$ cat src/rtl/pipe_hazard_ctrl.sv
// pipe_hazard_ctrl: 5-stage pipeline sequencing, hazard detection, forwarding and perf counters
module pipe_hazard_ctrl #(
  parameter bit FWD_EN = 1'b1,
  parameter int REG_AW = 5,
  parameter int CNT_W  = 16
) (
  input  logic              clk,
  input  logic              rst,
  input  logic [31:0]       id_inst_i,
  input  logic              id_valid_i,
  input  logic              br_taken_i,
  input  logic              mem_stall_i,
  output logic              stall_o,
  output logic              flush_o,
  output logic [1:0]        fwd_a_o,
  output logic [1:0]        fwd_b_o,
  output logic [31:0]       ex_inst_o,
  output logic [31:0]       mem_inst_o,
  output logic [31:0]       wb_inst_o,
  output logic              ex_valid_o,
  output logic              mem_valid_o,
  output logic              wb_valid_o,
  output logic              reg_w_en_o,
  output logic              mem_we_o,
  output logic [CNT_W-1:0]  stall_cnt_o,
  output logic [CNT_W-1:0]  flush_cnt_o
);
  localparam logic [31:0] NOP      = 32'h0000_0013;
  localparam logic [6:0]  OP_LUI   = 7'b0110111;
  localparam logic [6:0]  OP_AUIPC = 7'b0010111;
  localparam logic [6:0]  OP_JAL   = 7'b1101111;
  localparam logic [6:0]  OP_JALR  = 7'b1100111;
  localparam logic [6:0]  OP_LOAD  = 7'b0000011;
  localparam logic [6:0]  OP_IMM   = 7'b0010011;
  localparam logic [6:0]  OP_OP    = 7'b0110011;
  localparam logic [6:0]  OP_BR    = 7'b1100011;
  localparam logic [6:0]  OP_ST    = 7'b0100011;
  typedef logic [REG_AW-1:0] ra_t;
  function automatic logic wr_rd(input logic [6:0] op);
    return op inside {OP_LUI, OP_AUIPC, OP_JAL, OP_JALR, OP_LOAD, OP_IMM, OP_OP};
  endfunction
  function automatic logic use_rs1(input logic [6:0] op);
    return op inside {OP_JALR, OP_BR, OP_LOAD, OP_ST, OP_IMM, OP_OP};
  endfunction
  function automatic logic use_rs2(input logic [6:0] op);
    return op inside {OP_BR, OP_ST, OP_OP};
  endfunction
  // A used source matches a valid, non-x0 destination of a producing stage
  function automatic logic dep(input logic v, input logic [6:0] op, input ra_t rd, input ra_t src, input logic used);
    return v && used && wr_rd(op) && (rd != '0) && (rd == src);
  endfunction
  logic [31:0]      ex_inst, mem_inst, wb_inst;
  logic             ex_valid, mem_valid, wb_valid;
  logic [CNT_W-1:0] stall_cnt, flush_cnt;
  logic [6:0]       id_op, ex_op, mem_op, wb_op;
  ra_t              id_rs1, id_rs2, ex_rs1, ex_rs2, ex_rd, mem_rd, wb_rd;
  logic             dep_ex, dep_mem, hz, bubble;
  logic [1:0]       sel_a, sel_b;
  logic             unused_bits;
  assign id_op       = id_inst_i[6:0];
  assign id_rs1      = id_inst_i[15 +: REG_AW];
  assign id_rs2      = id_inst_i[20 +: REG_AW];
  assign ex_op       = ex_inst[6:0];
  assign ex_rs1      = ex_inst[15 +: REG_AW];
  assign ex_rs2      = ex_inst[20 +: REG_AW];
  assign ex_rd       = ex_inst[7 +: REG_AW];
  assign mem_op      = mem_inst[6:0];
  assign mem_rd      = mem_inst[7 +: REG_AW];
  assign wb_op       = wb_inst[6:0];
  assign wb_rd       = wb_inst[7 +: REG_AW];
  assign unused_bits = ^id_inst_i;
  // Hazard detection on ID, operand source selects for EX and the per-cycle control outputs
  always_comb begin
    dep_ex  = dep(ex_valid, ex_op, ex_rd, id_rs1, use_rs1(id_op)) || dep(ex_valid, ex_op, ex_rd, id_rs2, use_rs2(id_op));
    dep_mem = dep(mem_valid, mem_op, mem_rd, id_rs1, use_rs1(id_op)) || dep(mem_valid, mem_op, mem_rd, id_rs2, use_rs2(id_op));
    hz      = id_valid_i && (FWD_EN ? (dep_ex && ex_op == OP_LOAD) : (dep_ex || dep_mem));
    bubble  = br_taken_i || hz;
    sel_a   = (dep(mem_valid, mem_op, mem_rd, ex_rs1, use_rs1(ex_op)) && mem_op != OP_LOAD) ? 2'b01 :
              dep(wb_valid, wb_op, wb_rd, ex_rs1, use_rs1(ex_op)) ? 2'b10 : 2'b00;
    sel_b   = (dep(mem_valid, mem_op, mem_rd, ex_rs2, use_rs2(ex_op)) && mem_op != OP_LOAD) ? 2'b01 :
              dep(wb_valid, wb_op, wb_rd, ex_rs2, use_rs2(ex_op)) ? 2'b10 : 2'b00;
    fwd_a_o    = (!rst && FWD_EN && ex_valid) ? sel_a : 2'b00;
    fwd_b_o    = (!rst && FWD_EN && ex_valid) ? sel_b : 2'b00;
    stall_o    = !rst && (mem_stall_i || (!br_taken_i && hz));
    flush_o    = !rst && !mem_stall_i && br_taken_i;
    reg_w_en_o = !rst && wb_valid && wr_rd(wb_op) && (wb_rd != '0);
    mem_we_o   = !rst && mem_valid && mem_op == OP_ST;
  end
  // Stage advance with bubble insertion on flush/hazard; freeze holds everything
  always_ff @(posedge clk) begin
    if (rst) begin
      {ex_inst, mem_inst, wb_inst}    <= {NOP, NOP, NOP};
      {ex_valid, mem_valid, wb_valid} <= 3'b000;
      stall_cnt                       <= '0;
      flush_cnt                       <= '0;
    end else if (!mem_stall_i) begin
      ex_inst   <= bubble ? NOP : id_inst_i;
      ex_valid  <= !bubble && id_valid_i;
      mem_inst  <= ex_inst;
      mem_valid <= ex_valid;
      wb_inst   <= mem_inst;
      wb_valid  <= mem_valid;
      if (br_taken_i && !(&flush_cnt)) flush_cnt <= flush_cnt + 1'b1;
      if (!br_taken_i && hz && !(&stall_cnt)) stall_cnt <= stall_cnt + 1'b1;
    end
  end
  assign ex_inst_o   = ex_inst;
  assign mem_inst_o  = mem_inst;
  assign wb_inst_o   = wb_inst;
  assign ex_valid_o  = ex_valid;
  assign mem_valid_o = mem_valid;
  assign wb_valid_o  = wb_valid;
  assign stall_cnt_o = stall_cnt;
  assign flush_cnt_o = flush_cnt;
endmodule

$ cat config.mk
export PLATFORM = sky130hd
export DESIGN_NAME = pipe_hazard_ctrl
export DESIGN_NICKNAME = d
export VERILOG_FILES = /design/src/rtl/pipe_hazard_ctrl.sv
export SDC_FILE = /design/constraint.sdc
export NUM_CORES = 1
export LEC_CHECK = 0
export ABC_AREA = 1
export BUFFER_PORTS_ARGS = -buffer_cell sky130_fd_sc_hd__buf_2
export CAP_MARGIN = 40
export CELL_PAD_IN_SITES_DETAIL_PLACEMENT = 0
export CELL_PAD_IN_SITES_GLOBAL_PLACEMENT = 1
export CORE_MARGIN = 2
export CORE_UTILIZATION = 39
export DETAILED_ROUTE_END_ITERATION = 10
export PLACE_DENSITY_LB_ADDON = 0.1
export SLEW_MARGIN = 20
export SYNTH_ARGS = -nofsm -noshare
export SYNTH_HDL_FRONTEND = slang
export SYNTH_SLANG_ARGS = --single-unit
$ cat constraint.sdc
create_clock -name clk -period 3.8 [get_ports clk]
set_input_delay 0.38 -clock clk [delete_from_list [all_inputs] [get_ports clk]]
set_output_delay 0.38 -clock clk [all_outputs]
set_load 0.02 [all_outputs]
# Word level (Yosys, flattened, before mapping)
# Index checks and enable logic that the tools add are counted.
dict set report totals {
  ff_bits 131
  output_inout_bits 139
  elab_cells 119
}
dict set report classes {
  add_sub_neg 2
  n_eq_ne 37
  n_mux 7
  bitwise_logic 1
  reduce_logical 64
}
# cell count
set op_table {}
lappend op_table {{$eq 7x6->1 const B} 10}
lappend op_table {{$eq 7x7->1 const B} 9}
lappend op_table {{$eq 7x5->1 const B} 7}
lappend op_table {{$logic_and 1x1->1} 41}
lappend op_table {{$add 16x1->16 const B} 2}
lappend op_table {{$mux 32} 1}
lappend op_table {{$reduce_and 16->1} 2}
lappend op_table {{$eq 5x5->1} 6}
lappend op_table {{$eq 7x2->1 const B} 4}
lappend op_table {{$reduce_bool 7->1} 3}
lappend op_table {{$reduce_bool 5->1} 3}
lappend op_table {{$mux 2} 6}
lappend op_table {{$reduce_bool 6->1} 2}
lappend op_table {{$ne 7x2->1 const B} 1}
lappend op_table {{$logic_not 1->1} 6}
lappend op_table {{$reduce_bool 3->1} 2}
lappend op_table {{$reduce_and 2->1} 2}
lappend op_table {{$logic_or 1x1->1} 3}
lappend op_table {{$not 1->1} 1}

# Logic depth before layout (Yosys ltp)
dict set report depth {
  depth_word 12
  depth_mapped 14
}

# Least setup slack after synthesis
# No wires, ideal clock.
dict set report synth_timing {
  path_kind {flip-flop to output port}
  startpoint {register mem_inst[4] (netlist: mem_inst_o[4])}
  endpoint {output fwd_b_o[0]}
  arrival_time_ps 1520
  path_slack_ps 1900
  stages_incl_launch_ff 8
  path_buffers 0
  cell_sequence {dfxtp_1 > inv_1 > o21ai_0 > nand3_1 > o21ai_0 > o21a_1 > nand3_1 > nor3_1}
}
dict set report synth_between {
  elab_chain_len 8
  word_cells_on_any_way 15
  cone_classes {eq/ne: 8; mux: 2; reduce/logical: 5}
}
# item line
set synth_rtl {}
lappend synth_rtl {{start, declared} 52} ;# logic [31:0] ex_inst, mem_inst, wb_inst;
lappend synth_rtl {{start signal, assigned} 92} ;# {ex_inst, mem_inst, wb_inst} <= {NOP, NOP, NOP};
lappend synth_rtl {{start signal, assigned} 99} ;# mem_inst <= ex_inst;
lappend synth_rtl {{$eq 7x6->1 (tied with other cells)} 40} ;# return op inside {OP_LUI, OP_AUIPC, OP_JAL, OP_JALR, OP_LOAD, OP_IMM, OP_OP};
lappend synth_rtl {{$reduce_bool 7->1} 40}
lappend synth_rtl {{$logic_and 1x1->1 (3 in series)} 50} ;# return v && used && wr_rd(op) && (rd != '0) && (rd == src);
lappend synth_rtl {{$logic_and 1x1->1 (*)} 80} ;# sel_b = (dep(mem_valid, mem_op, mem_rd, ex_rs2, use_rs2(ex_op)) && mem_op != OP_LOAD) ? 2'b01 :
lappend synth_rtl {{$mux 2 (*)} 80}
lappend synth_rtl {{$mux 2 (*)} 83} ;# fwd_b_o = (!rst && FWD_EN && ex_valid) ? sel_b : 2'b00;
lappend synth_rtl {{end, declared} 16} ;# output logic [1:0] fwd_b_o,
# Every way passes the cells marked *; elsewhere a longest branch is shown, timed or not.

# Worst setup path in the final report
dict set report layout_timing {
  startpoint {register ex_inst[6] (netlist: ex_inst_o[6])}
  endpoint {output fwd_a_o[1]}
}
dict set report layout_between {
  elab_chain_len 9
  word_cells_on_any_way 19
  cone_classes {eq/ne: 6; mux: 3; reduce/logical: 10}
}
# item line
set layout_rtl {}
lappend layout_rtl {{start, declared} 52}
lappend layout_rtl {{start signal, assigned} 92}
lappend layout_rtl {{start signal, assigned} 97} ;# ex_inst <= bubble ? NOP : id_inst_i;
lappend layout_rtl {{$eq 7x7->1 (tied with other cells)} 43} ;# return op inside {OP_JALR, OP_BR, OP_LOAD, OP_ST, OP_IMM, OP_OP};
lappend layout_rtl {{$reduce_bool 6->1 (*)} 43}
lappend layout_rtl {{$logic_and 1x1->1 (4 in series)} 50}
lappend layout_rtl {{$mux 2 / $logic_and 1x1->1 (equally long branches)} {79, 78}}
lappend layout_rtl {{$mux 2 (*)} 78} ;# sel_a = (dep(mem_valid, mem_op, mem_rd, ex_rs1, use_rs1(ex_op)) && mem_op != OP_LOAD) ? 2'b01 :
lappend layout_rtl {{$mux 2 (*)} 82} ;# fwd_a_o = (!rst && FWD_EN && ex_valid) ? sel_a : 2'b00;
lappend layout_rtl {{end, declared} 15} ;# output logic [1:0] fwd_a_o,
# Marks and branches as above.

==> summary.md <==
| Metric | Value |
|---|---|
| Synth Area in XOR/XNOR | `3.38%` |
| Final Cycle Share | `63.4%` |
| Largest family of logic cells by synthesized area | `simple AND/OR/NAND/NOR gates` |
| Hold Buf Count CTS | `0` |
| WL per Instance | `15.3 um` |
| Global route total overflow | `0` |
| Synthesized area | `0.00596 sq mm` |
| Die area | `0.0163 sq mm` |
| Int Pwr | `2.71 mW` |
| Seq/Total Area, Yosys | `44.0%` |
| Setup Buffers After CTS | `0` |
| Synth unique cells | `42` |
| Period minus WS final | `2.41 ns` |
| Port Buffers | `175` |
| Post-Syn Area per Cell | `7.11 sq um` |
| Largest net degree at the start of global routing | `90` |
| CTS clock-pin slew for the worst setup and hold paths | `0.05 ns` |
| Clock group share of total power | `48.1%` |
| Async S/R FF share, synth | `0%` |
| Final Max Slew Viols | `0` |
| Worst EP arrival | `2.03 ns` |
| Pwr/cell area | `475 mW/mm^2` |
| Root buf cell | `clkbuf_16` |
| RD Place Congestion | `0.843` |
| Routed Antenna Nets | `0` |
| Die X-Extent | `128 um` |
| Simple-gate share of the synthesized area | `29.8%` |
| Vias per inst | `4.97` |
| Max-cap violations | `0` |
| Status | `complete, no violations` |
| Crit. End Element | `output port` |
| Post-Syn Instances | `838` |
| Skew-Pair Late Insertion Delay | `0.42 ns` |
| Clk buf depth | `2` |
| CTS tree | `yes` |
| Post-Syn Nets | `877` |
| Final Net Count | `1038` |
| DRT iter0 DRCs | `296` |
| Top cells by area, synth | `dfxtp_1 (44%), nand2_1 (8.9%), nor2_1 (8.6%)` |
| Comb power frac | `10.8%` |
| Starting Density | `39.5%` |
| Setup Viol. Count Final | `0` |
| First-pass GRT wire length | `28600 um` |
| Antenna diode count | `0` |
| DRC viols | `0` |
| HP Class | `in -> reg` |
| Tightest Pin Transition | `0.739 ns` |
| Core region area | `0.0151 sq mm` |
| Critical path type | `reg -> out` |
| Final Total Pwr | `3.62 mW` |
| Share of the synthesized area in the top cell type | `44.0%` |
| Area Overhead vs Synth | `28.0%` |
| FILL cells | `1616` |
| Req. time, crit path | `3.42 ns` |
| Adder-cell area share of the yosys netlist | `0.420%` |
| Critical path peak fanout | `5` |
| Static leakage | `3.57 nW` |
| RSZ-0062 raised after global routing | `false` |
| Number of global-route vias before repair | `5342` |
| DIE HEIGHT | `128 um` |
| Via count | `5969` |
| Seq cells post-synth | `131` |
| Fraction of layout cells with a size suffix above 1 | `23.0%` |
| Rows | `45` |
| Synth Area in Compound Gates | `14.6%` |
| 1st-pass router iterations | `6` |
| Hpwl dp | `12900 um` |
| Setup TNS | `0 ns` |
| Ys flop type | `dfxtp_1` |
| Sequential power share | `41.1%` |
| Multiplexer area fraction after synthesis | `0%` |
| Syn. warnings | `0` |
| Worst IR Drop VDD | `0.000301 V` |
| FMAX | `415 MHz` |
| Sw Ratio | `25.2%` |
| Worst slew margin | `50.7%` |
| Startpoint class of the critical path | `flop` |
| I/O pin total | `176` |
| Total track usage | `22.3%` |
| Final Hold Vio Count | `0` |
| Num CTS Buffers | `17` |
| CTS Sinks | `131` |
| Number of antenna violations at the first check in global routing | `0` |
| Switch Pwr | `0.914 mW` |
| Cell taking the most area after synthesis | `dfxtp_1` |
| CTS HTree Levels | `4` |
| Post-CTS Resized | `0` |
| Final Skew | `0.00832 ns` |
| Number of flops mapped to enable cells by yosys | `0` |
| Total Wirelength | `18300 um` |
==> logic make-up (layout without fill, tap and decap cells) <==
kind of cell | Yosys count | count (layout)
xor gates and xnor gates | 23 | 23
buffers and inverters | 117 | 291
adders and majority gates | 2 | 2
DFF | 131 | 131
and+or+nand+nor | 399 | 399
AOI/OAI and AO/OA | 166 | 166
==> synth_stat cells, types with 5 or more instances <==
cell type,n
xnor2_1,10
o21ai_0,78
inv_1,76
xor2_1,13
nor2_1,137
nor3_1,15
o22ai_1,5
nand3_1,72
nand2_1,141
a21oi_1,73
clkbuf_1,28
dfxtp_1,131
nand4_1,11
buf_1,5
==> power groups by stage <==
| stage | Clock (mW) | Sequential [mW] | Combinational, mW |
|---|---|---|---|
| 2_1_floorplan | 0 | 1.57 | 0.186 |
| 3_3_place_gp | 0 | 1.52 | 0.387 |
| 6_report | 1.74 | 1.49 | 0.391 |
| 4_1_cts | 1.77 | 1.49 | 0.394 |
| 5_1_grt | 1.83 | 1.50 | 0.432 |
| 3_5_place_dp | 0 | 1.52 | 0.393 |
==> flip-flops by register name, indices dropped and copies added (netlist names) <==
name,count
ex_inst_o,32
mem_inst_o,32
wb_inst_o,32
flush_cnt_o,16
stall_cnt_o,16
ex_valid_o,1
mem_valid_o,1
wb_valid_o,1
==> metrics by stage <==
| stage | std cells | worst slack (ns) | hold WS (ns) | util [%] | cell area [sq um] |
|---|---|---|---|---|---|
| 2_1_floorplan | 838 | 1.90 | 0.519 | - | 5960 |
| 3_3_place_gp | 1166 | 1.55 | 0.457 | 46.0 | 6940 |
| 3_5_place_dp | 1168 | 1.60 | 0.468 | 46.4 | 7000 |
| 4_1_cts | 1200 | 1.39 | 0.199 | 50.5 | 7630 |
| 5_1_grt | 1200 | 1.28 | 0.211 | 50.5 | 7630 |
| 6_report | 1200 | 1.39 | 0.214 | 50.5 | 7630 |
==> critical path, stage by stage, from the launching register on <==
cell and delay (ns):
dfxtp_1 0.44, inv_1 0.14, o211ai_1 0.36, nand3_1 0.20, nand3_1 0.14, nand3_1 0.09, inv_1 0.07, buf_2 0.16
==> path summary, 6_finish.rpt <==
path	from	to	slack [ns]	cells past startpoint
setup / recovery	ex_inst_o[6]$_SDFFE_PP0N_	fwd_a_o[1]	1.39	7
setup reg to reg	flush_cnt_o[0]$_SDFFE_PP0P_	flush_cnt_o[0]$_SDFFE_PP0P_	1.71	8
hold reg to reg	wb_inst_o[25]$_SDFFE_PP0N_	wb_inst_o[25]$_SDFFE_PP0N_	0.47	2
hold / removal	id_inst_i[31]	ex_inst_o[31]$_SDFFE_PP0N_	0.21	3
==> area by class of cell <==
type | count | area (sq um) | share of cell area (%)
clock buffers | 22 | 474 | 6.22
clock inverters | 10 | 154 | 2.02
inverters | 78 | 293 | 3.84
multi-input cells | 590 | 2870 | 37.7
flip-flops and latches | 131 | 2620 | 34.4
well taps | 188 | 235 | 3.08
repair buffers | 181 | 973 | 12.8
==> cells in the final DEF (no fill, tap or decap), types with 3 or more instances in the layout <==
master     count
bufinv_16      4
inv_2          3
buf_2        175
xor2_1        13
xnor2_1       10
buf_4          3
nor2_1       137
nand2_1      141
nand3_1       72
nor4_1         4
clkinv_2       5
o22ai_1        5
clkbuf_8       3
nor3_1        15
nor2_2         3
o21ai_0       78
dfxtp_1      131
nand3_2        3
clkbuf_16     17
inv_1         75
a21oi_1       73
nand4_1       11
==> routing by layer <==
| metal | up-vias | wire, um | GRT usage, % |
|---|---|---|---|
| li1 | 3076 | - | - |
| met1 | 2715 | 9070 | 32.1 |
| met2 | 160 | 8070 | 33.5 |
| met3 | 18 | 968 | 4.77 |
| met4 | 0 | 220 | 6.79 |
| met5 | - | 0 | 0 |
No activity file was read; power rests on OpenSTA's default activity.
